### config.mk
export PLATFORM = sky130hd
export DESIGN_NAME = rgb_pwm_sequencer
export DESIGN_NICKNAME = d
export VERILOG_FILES = /design/src/rtl/rgb_seq_pkg.sv /design/src/rtl/rgb_pwm_chan.sv /design/src/rtl/rgb_pwm_sequencer.sv
export SDC_FILE = /design/constraint.sdc
export NUM_CORES = 1
export LEC_CHECK = 0
export ABC_AREA = 1
export CORE_MARGIN = 5
export CORE_UTILIZATION = 40
export CTS_BUF_LIST = sky130_fd_sc_hd__clkbuf_8 sky130_fd_sc_hd__clkbuf_16
export DETAILED_ROUTE_END_ITERATION = 8
export MAX_ROUTING_LAYER = met4
export PLACE_DENSITY = 0.69
export SETUP_SLACK_MARGIN = 0.02
export SLEW_MARGIN = 20
export SYNTH_ARGS = -nofsm -noshare
export SYNTH_HDL_FRONTEND = slang
export SYNTH_SLANG_ARGS = --single-unit
### constraint.sdc
create_clock -name int_osc -period 2.7 [get_ports int_osc]
set_input_delay 0.81 -clock int_osc [delete_from_list [all_inputs] [get_ports int_osc]]
set_output_delay 0.81 -clock int_osc [all_outputs]
set_load 0.02 [all_outputs]
### src/rtl/rgb_seq_pkg.sv
// Shared state encoding, default sizes, colour struct and gamma helper for the RGB sequencer.
// Gamma correction is compiled in only when RGB_SEQ_GAMMA_EN is defined.
package rgb_seq_pkg;

   localparam int CNT_W_DEF = 8;
   localparam int STEPS_DEF = 4;

   typedef enum logic [1:0] {
      IDLE = 2'd0,
      RUN  = 2'd1,
      OVR  = 2'd2
   } state_t;

   typedef struct packed {
      logic [CNT_W_DEF-1:0] r;
      logic [CNT_W_DEF-1:0] g;
      logic [CNT_W_DEF-1:0] b;
   } rgb_t;

   // ((d+1)*d) >> w keeps 0 at 0 and full scale at full scale.
   function automatic logic [15:0] gamma(input logic [15:0] d, input int w);
      logic [31:0] p;
      p = ({16'd0, d} + 32'd1) * {16'd0, d};
      p = p >> w;
      return p[15:0];
   endfunction

endpackage

### src/rtl/rgb_pwm_chan.sv
// One PWM channel: duty register loaded on the period boundary, optional gamma
// (RGB_SEQ_GAMMA_EN), and a registered comparator so pwm_o lags cnt_i by one cycle.
module rgb_pwm_chan
   import rgb_seq_pkg::*;
#(
   parameter int CNT_W = CNT_W_DEF
) (
   input  logic             clk_i,
   input  logic             rst_n_i,
   input  logic             load_i,
   input  logic [CNT_W-1:0] duty_i,
   input  logic [CNT_W-1:0] cnt_i,
   output logic             pwm_o
);

   logic [CNT_W-1:0] duty_q, duty_d;
   logic             pwm_q;

`ifdef RGB_SEQ_GAMMA_EN
   logic [15:0] gam;
   always_comb begin
      gam    = gamma(16'(duty_i), CNT_W);
      duty_d = gam[CNT_W-1:0];
   end
`else
   assign duty_d = duty_i;
`endif

   always_ff @(posedge clk_i or negedge rst_n_i) begin
      if (!rst_n_i) begin
         duty_q <= '0;
         pwm_q  <= 1'b0;
      end else begin
         if (load_i) duty_q <= duty_d;
         pwm_q <= (cnt_i < duty_q);
      end
   end

   assign pwm_o = pwm_q;

endmodule

### src/rtl/rgb_pwm_sequencer.sv
// 4-step RGB colour sequencer with host override for SB_RGBA_DRV; every state, step and
// duty change lands on the PWM period boundary. Gamma option: RGB_SEQ_GAMMA_EN.
module rgb_pwm_sequencer
   import rgb_seq_pkg::*;
#(
   parameter int CNT_W   = CNT_W_DEF,
   parameter int STEPS   = STEPS_DEF,
   parameter int DWELL_W = 16
) (
   input  logic                     int_osc,
   input  logic                     rst_n,
   input  logic                     cfg_we,
   input  logic [$clog2(STEPS)-1:0] cfg_idx,
   input  logic [3*CNT_W-1:0]       cfg_rgb,
   input  logic [DWELL_W-1:0]       dwell,
   input  logic                     start,
   input  logic                     stop,
   input  logic                     ovr_req,
   input  logic [3*CNT_W-1:0]       ovr_rgb,
   output logic                     ovr_gnt,
   output logic                     pwm_r,
   output logic                     pwm_g,
   output logic                     pwm_b,
   output logic                     busy,
   output logic [$clog2(STEPS)-1:0] step,
   output logic                     period_end
);

   localparam int IDX_W = $clog2(STEPS);
   localparam logic [CNT_W-1:0] CNT_LAST = {{(CNT_W-1){1'b1}}, 1'b0};

   state_t             state_q, state_d, resume_q, resume_d;
   logic [CNT_W-1:0]   cnt_q, cnt_d;
   logic [IDX_W-1:0]   step_q, step_d;
   logic [DWELL_W-1:0] dcnt_q, dcnt_d, dlim_q, dlim_d, dwell_eff;
   logic [DWELL_W:0]   dcnt_inc;
   logic               start_pend_q, start_pend_d, stop_pend_q, stop_pend_d;
   logic [3*CNT_W-1:0] table_q [STEPS];
   logic [3*CNT_W-1:0] duty_src;
   logic               at_b;

   assign at_b      = (cnt_q == CNT_LAST);
   assign cnt_d     = at_b ? '0 : cnt_q + CNT_W'(1);
   assign dwell_eff = (dwell == '0) ? DWELL_W'(1) : dwell;
   assign dcnt_inc  = {1'b0, dcnt_q} + (DWELL_W+1)'(1);

   always_ff @(posedge int_osc or negedge rst_n) begin
      if (!rst_n) begin
         state_q      <= IDLE;
         resume_q     <= IDLE;
         cnt_q        <= '0;
         step_q       <= '0;
         dcnt_q       <= '0;
         dlim_q       <= '0;
         start_pend_q <= 1'b0;
         stop_pend_q  <= 1'b0;
         for (int i = 0; i < STEPS; i++) table_q[i] <= '0;
      end else begin
         state_q      <= state_d;
         resume_q     <= resume_d;
         cnt_q        <= cnt_d;
         step_q       <= step_d;
         dcnt_q       <= dcnt_d;
         dlim_q       <= dlim_d;
         start_pend_q <= start_pend_d;
         stop_pend_q  <= stop_pend_d;
         if (cfg_we) table_q[cfg_idx] <= cfg_rgb;
      end
   end

   // Pending flags include this cycle's pulse so a pulse on the boundary cycle counts.
   always_comb begin
      state_d      = state_q;
      resume_d     = resume_q;
      step_d       = step_q;
      dcnt_d       = dcnt_q;
      dlim_d       = dlim_q;
      start_pend_d = start_pend_q | start;
      stop_pend_d  = stop_pend_q | stop;
      if (at_b) begin
         if (ovr_req && state_q != OVR) begin
            state_d  = OVR;
            resume_d = (state_q == RUN) ? RUN : IDLE;
         end else if (state_q == OVR && !ovr_req) begin
            state_d = resume_q;
         end else if (stop_pend_d) begin
            start_pend_d = 1'b0;
            stop_pend_d  = 1'b0;
            if (state_q == OVR) resume_d = IDLE;
            else                state_d  = IDLE;
         end else if (start_pend_d && state_q == IDLE) begin
            state_d      = RUN;
            step_d       = '0;
            dcnt_d       = '0;
            dlim_d       = dwell_eff;
            start_pend_d = 1'b0;
         end else if (state_q == RUN) begin
            start_pend_d = 1'b0;
            if (dcnt_inc == {1'b0, dlim_q}) begin
               step_d = step_q + IDX_W'(1);
               dcnt_d = '0;
               dlim_d = dwell_eff;
            end else begin
               dcnt_d = dcnt_inc[DWELL_W-1:0];
            end
         end
      end
   end

   always_comb begin
      duty_src = '0;
      case (state_d)
         RUN:     duty_src = table_q[step_d];
         OVR:     duty_src = ovr_rgb;
         default: duty_src = '0;
      endcase
   end

   rgb_pwm_chan #(.CNT_W(CNT_W)) u_chan_r (
      .clk_i(int_osc), .rst_n_i(rst_n), .load_i(at_b),
      .duty_i(duty_src[2*CNT_W +: CNT_W]), .cnt_i(cnt_q), .pwm_o(pwm_r)
   );
   rgb_pwm_chan #(.CNT_W(CNT_W)) u_chan_g (
      .clk_i(int_osc), .rst_n_i(rst_n), .load_i(at_b),
      .duty_i(duty_src[CNT_W +: CNT_W]), .cnt_i(cnt_q), .pwm_o(pwm_g)
   );
   rgb_pwm_chan #(.CNT_W(CNT_W)) u_chan_b (
      .clk_i(int_osc), .rst_n_i(rst_n), .load_i(at_b),
      .duty_i(duty_src[0 +: CNT_W]), .cnt_i(cnt_q), .pwm_o(pwm_b)
   );

   assign busy       = (state_q != IDLE);
   assign ovr_gnt    = (state_q == OVR);
   assign step       = step_q;
   assign period_end = at_b;

endmodule
==> out/metrics.csv, run 1 <==
metric;value;unit
dpl cells;1588;
Worst EP arrival;3360;ps
Std-Cell Rows;54;
Synth top area share;47.6;%
Seq cells post-synth;170;
Most common cell on crit path;nand2_1;
Worst slew margin;59.2;%
worst hold path type;in2async;
Switching Share;27.4;%
predominant post-synthesis flop cell;dfrtp_1;
buffers added on ports;79;
DRC marker count from the first detailed-route iteration;770;
slowest CP cell;dfrtp_2;
remaining antenna violation count;0;
Die ar.;0.0255;mm²
Syn Area/Cell;7.61;µm²
final hold vios;0;
Post-Route WL;27400;µm
Clk Latency, worst-skew pair;440;ps
Critical Path Max Stage Delay;440;ps
Design Power;6.23;mW
cts hold-fix bufs;0;
unrepaired setup endpoints after global routing;true;
Bufs on Longest Clock Path;2;
Post-synth EDFFs;0;
Max Clock Skew;13.2;ps
asr flop ratio synth;100;%
Die W;160;µm
first-pass GRT wire length;42500;µm
Flop pwr share;47.0;%
area delta synth->final;37.7;%
synthesized area;0.00894;mm²
setup TNS;-5660;ps
CTS clock-pin slew for the worst setup and hold paths;80;ps
Combinational Power Share;10.1;%
Die Y-Extent;160;µm
Worst R2R Setup Slack;-290;ps
critical path class;reg2reg;
core footprint;0.0219;mm²
CTS sink count;170;
initial antenna violation count;0;
Starting Density;40.9;%
switching power;1.71;mW
crit path launch type;flop;
Synth warnings;0;
crit path cell chain;ha_4 -> inv_2 -> nand2_1 -> nand2_1 -> nor2_2 -> nand3_1 -> nor2_2 -> nand3_1 -> nor2_1 -> nand2_1 -> nor2_4 -> nand4_1 -> nand2_2 -> buf_6 -> nand2_4 -> nand2_4 -> buf_12 -> clkbuf_16 -> nand2_2 -> nand3_2 -> nand3_1 -> nand2_1 -> nand2_1 -> nand2_1;
top cell type by total area after synthesis;dfrtp_1;
drt drc;0;
Post-DP HPWL;17000;µm
Final Cell Area;0.0123;mm²
Req. time, crit path;3070;ps
outcome;finished, violations left;
fin crit period;2990;ps
Synth area leaders;dfrtp_1 48%, nand2_1 17%, nand3_1 9.3%;
Tcrit/Tclk final;111;%
drt first pass iters;6;
failing checks;negative setup slack;
CTS tree;yes;
Seq/Total Area, Yosys;47.6;%
vias in the first global route;8247;
Int Pwr;4.52;mW
n_diodes;0;
maximum vdd ir drop;305;µV
Worst Hold Slack;320;ps
Pins Over Slew Limit;0;
Max Fclk;334;MHz
Final Non-Filler Cells;1640;
Total GRT Usage;20.8;%
Clock Power Share;42.9;%
drt via density;5.30;
peak fanout along the critical path;4;
H-tree levels;4;
NumNets Final;1449;
drt wl/cell;16.7;µm
via count;8699;
cell area after placement;0.0108;mm²
Critical Path End Type;flop;
routability congestion estimate;0.945;
syn_nets;1278;
Setup WS post-layout;-292;ps
Synth cell types;37;
grt total ovfl;0;
# setup viols final;25;
TritonCTS buffer count;17;
Cell Pwr Density;506;mW/mm²
actual slew at the worst max-slew pin;612;ps
Root Buffer;clkbuf_16;
IO Pins;80;
largest net degree at the start of global routing;61;
share of cells above drive strength 1;22.3;%
Max Cap Viol;0;
Cells after Synth;1176;
leak pwr;6.21;nW
-- worst paths after layout --
kind                                            to               start  cells after the start
worst max-delay path            u_chan_b.duty_q[2]           dcnt_q[0]                     24
worst min register to register  u_chan_r.duty_q[4]  u_chan_r.duty_q[4]                      2
worst min-delay path                    dlim_q[12]               rst_n                      1
worst max register to register  u_chan_b.duty_q[2]           dcnt_q[0]                     24
max in group asynchronous       u_chan_g.duty_q[1]               rst_n                      2
min in group int_osc            u_chan_r.duty_q[4]  u_chan_r.duty_q[4]                      2
-- registers in the layout, indices dropped and copies added, names as in the netlist, 2 cells and up --
register	cells
state_q	2
u_chan_r.duty_q	8
cnt_q	8
table_q	96
dlim_q	16
u_chan_g.duty_q	8
dcnt_q	16
step	2
u_chan_b.duty_q	8
-- through the flow --
step	setup WS, ps	util (%)
2_1_floorplan	109	-
3_3_place_gp	-485	49.4
3_5_place_dp	-533	49.4
4_1_cts	-94.7	53.6
5_1_grt	-466	56.3
6_report	-292	56.3
-- what timing repair did --
item	in CTS	in global routing
pin swaps	7	79
endpoints found under the setup margin	25	58
cloned	3	3
buffers inserted	11	3
resized for setup	30	137
-- logic make-up after synthesis --
logic type | count (synthesis) | share of synthesized area (%)
xor gates and xnor gates | 2 | 0.350
adders and majority gates | 30 | 4.20
AOI/OAI and AO/OA | 160 | 9.74
DFF | 170 | 47.6
and+or+nand+nor | 648 | 30.5
buffers and inverters | 166 | 7.67
-- final cells by class --
type / instances / area [µm²]
inverter: 113 / 425
tap: 280 / 350
sequential: 170 / 4260
timing repair buffer: 204 / 2060
clock inverter: 15 / 223
fill: 1948 / 9580
clock buffer: 17 / 425
multi-input combinational: 841 / 4580
-- placed cells by master, fill, tap and decap left out, types with 19 or more instances in the layout --
cell / n
nand3_1: 122
inv_1: 107
nor2_1: 34
nand2_2: 52
clkdlybuf4s50_1: 77
nand2_1: 338
nand3_2: 42
buf_4: 95
ha_1: 29
dfrtp_1: 166
o21ai_0: 109
clkbuf_16: 20
a21oi_1: 19
-- power by group through the flow --
stage	registers [mW]	clock network, mW	logic [mW]
after floorplan	2.91	0	0.310
after global placement	2.94	0	0.555
after detailed placement	2.95	0	0.573
after CTS	2.90	2.69	0.577
after global routing	2.95	2.82	0.712
final	2.93	2.68	0.628
-- routing by layer --
layer / GRT usage (%) / vias up / wire (µm)
met5: - / - / 0
met4: 5.47 / 0 / 609
met3: 3.34 / 51 / 1750
met2: 32.2 / 322 / 13200
met1: 28.6 / 4162 / 11800
li1: - / 4164 / -
-- worst max-delay path: cells and delay by family (launching register included) --
family | cells | cell delay, ps
flip-flops | 1 | 440
AND/OR/NAND/NOR | 19 | 1790
adder cells (fa/ha/maj) | 1 | 270
buffers and inverters | 4 | 420
-- Yosys cell counts, types with 5 or more instances --
cell	instances
nor3_1	5
nand2_2	5
buf_2	11
dfrtp_1	170
nor2_1	51
o22ai_1	13
a21oi_1	20
nand4_1	8
nand3_1	166
ha_1	30
nand2_1	396
o21ai_0	109
inv_1	109
clkbuf_1	32
nor4_1	6
buf_4	5
Power figures use the tool's default switching activity.
==> run 2: changes to the inputs <==
- SYNTH_HIERARCHICAL: unset -> 1
==> out/metrics.csv, run 2 <==
metric;value;unit
initial antenna violation count;0;
most frequent cells in the layout;379 x nand2_1, 167 x dfrtp_1, 156 x inv_1, 119 x o21ai_0, 95 x nand3_1;
Setup WS post-layout;-342;ps
Regs by FF count;table_q x96, dcnt_q x16, dlim_q x16;
Worst R2R Setup Slack;-340;ps
Bufs on Longest Clock Path;2;
peak fanout along the critical path;12;
Post-Route WL;28100;µm
first-pass GRT wire length;44400;µm
Syn Area/Cell;7.42;µm²
Most common cell on crit path;nand3_1;
Seq/Total Area, Yosys;45.0;%
DRC marker count from the first detailed-route iteration;753;
predominant post-synthesis flop cell;dfrtp_1;
Synth cell types;35;
failing checks;negative setup slack;
fin crit period;3040;ps
cts hold-fix bufs;0;
final hold vios;0;
Tcrit/Tclk final;113;%
H-tree levels;4;
CTS sink count;170;
Max Cap Viol;0;
largest net degree at the start of global routing;65;
reg2reg start;dcnt_q[0];
maximum vdd ir drop;554;µV
Clk Latency, worst-skew pair;440;ps
max FFs per register;96;
Critical Path Max Stage Delay;420;ps
grt total ovfl;0;
remaining antenna violation count;0;
Req. time, crit path;3020;ps
Total GRT Usage;21.1;%
Die ar.;0.0268;mm²
Max Clock Skew;12.8;ps
buffers added on ports;79;
Worst slew margin;64.1;%
crit path launch type;flop;
drt via density;5.05;
NumNets Final;1569;
via count;9077;
Max Fclk;329;MHz
Std-Cell Rows;56;
Worst EP arrival;3360;ps
reg2reg path depth;22;
area delta synth->final;37.8;%
# setup viols final;24;
core footprint;0.0234;mm²
Synth top area share;45.0;%
drt wl/cell;15.6;µm
top cell type by total area after synthesis;dfrtp_1;
cell with the most instances after synthesis;nand2_1;
crit path cell chain;ha_4 -> nand2_4 -> nor2_4 -> nand2_2 -> nand3_2 -> nand2_2 -> nor2_2 -> nand3_1 -> nor2_1 -> nand3_1 -> nor2_4 -> nand3_1 -> nand2_1 -> nand2_2 -> nand2_4 -> nand2_8 -> buf_12 -> nand3_1 -> nand2_1 -> nand2_1 -> a21oi_1 -> mux2_4;
CTS clock-pin slew for the worst setup and hold paths;70;ps
Cells after Synth;1275;
Top reg by flops;table_q;
Synth warnings;6;
Root Buffer;clkbuf_16;
Critical R2R Capture;u_chan_r/duty_q[0];
Pins Over Slew Limit;0;
Seq cells post-synth;170;
actual slew at the worst max-slew pin;538;ps
TritonCTS buffer count;17;
Design Power;6.31;mW
Critical Path End Type;flop;
Final Util;55.7;%
Die Y-Extent;164;µm
dpl cells;1729;
syn_nets;1377;
n_diodes;0;
outcome;finished, violations left;
Cell Pwr Density;484;mW/mm²
IO Pins;80;
slowest CP cell;dfrtp_1;
drt first pass iters;7;
Post-synth EDFFs;0;
synthesized area;0.00946;mm²
Synth top cells by count;426 x nand2_1, 170 x dfrtp_1, 158 x inv_1;
Die W;164;µm
Worst Setup SP;dcnt_q[0];
unrepaired setup endpoints after global routing;true;
Starting Density;40.4;%
leak pwr;6.44;nW
critical path class;reg2reg;
worst hold path type;in2async;
Worst Setup Slack post-DPL;-502;ps
Final Non-Filler Cells;1799;
filler cell count;2124;
vias in the first global route;8841;
CTS tree;yes;
share of cells above drive strength 1;21.4;%
drt drc;0;
asr flop ratio synth;100;%
Synth area leaders;dfrtp_1 45%, nand2_1 17%, o21ai_0 7.0%;
routability congestion estimate;0.920;
crit path to;u_chan_r/duty_q[0];
commonest non-fill, non-tap cell in the layout;nand2_1;
Post-DP HPWL;18500;µm
run 2: cell types whose count changed after synthesis, moves of 6 or more:
cell	previous run	this run
a21oi_1	20	47
mux2_2	0	7
clkbuf_1	32	26
o21ai_0	109	132
nand3_1	166	125
nand2_1	396	426
inv_1	109	158
run 2: final cells by class:
| type | instances | area (µm²) | share of cell area (%) |
|---|---|---|---|
| clock buffer | 17 | 425 | 3.26 |
| clock inverter | 15 | 208 | 1.59 |
| inverter | 163 | 632 | 4.85 |
| multi-input combinational | 893 | 4780 | 36.7 |
| sequential | 170 | 4260 | 32.7 |
| tap | 319 | 399 | 3.06 |
| timing repair buffer | 221 | 2320 | 17.8 |
| timing repair inverter | 1 | 8.76 | 0.0672 |
run 2: critical path, delay by kind of cell (launching register included):
kind | cells | cell delay [ps]
AOI/OAI and AO/OA | 1 | 60
and+or+nand+nor | 18 | 1830
DFF | 1 | 420
buffers and inverters | 1 | 170
adders and majority gates | 1 | 200
muxes | 1 | 260
run 2: how the worst min path moves through the flow:
stage | start | end | slack (ps)
detailed placement | table_q[28] | table_q[28] | 470
CTS | rst_n | table_q[35] | 350
floorplan | table_q[0] | table_q[0] | 450
global placement | table_q[38] | table_q[38] | 470
global route | rst_n | table_q[9] | 360
finish | rst_n | table_q[9] | 330
run 2: logic make-up (layout without fill, tap and decap cells):
family          Yosys count  after routing  synth area share, %
xor+xnor                  3              3                0.278
flops                   170            170                 45.0
fa+ha+maj                30             30                 3.97
buf+inv                 214            417                 9.57
mux                       8              8                0.953
simple gates            654            656                 29.6
compound gates          196            196                 10.6
run 2: per-layer routing:
metal	track usage, %	vias up	wire length (µm)
met4	7.01	0	669
met1	28.4	4274	12700
li1	-	4476	-
met2	32.7	274	13300
met3	3.54	53	1520
met5	-	-	0
run 2: power breakdown:
group	internal, mW	total, mW	leakage (nW)	switching, mW
clock network	1.29	2.59	0.300	1.30
logic	0.340	0.791	4.14	0.451
registers	2.78	2.93	2.00	0.150
total	4.41	6.31	6.44	1.90
run 2: per-stage QoR:
step	hold slack (ps)	TNS [ps]	cell area [µm²]
6_report	332	-7090	13000
4_1_cts	349	-6460	12500
2_1_floorplan	453	-821	9490
3_5_place_dp	473	-11110	11400
3_3_place_gp	466	-10130	11400
5_1_grt	363	-12390	13000
run 2: repair_timing:
item / CTS / global route
endpoints found under the setup margin: 25 / 33
gates resized for setup: 56 / 111
gates cloned: 7 / 5
setup buffers: 13 / 15
pin swaps: 32 / 60
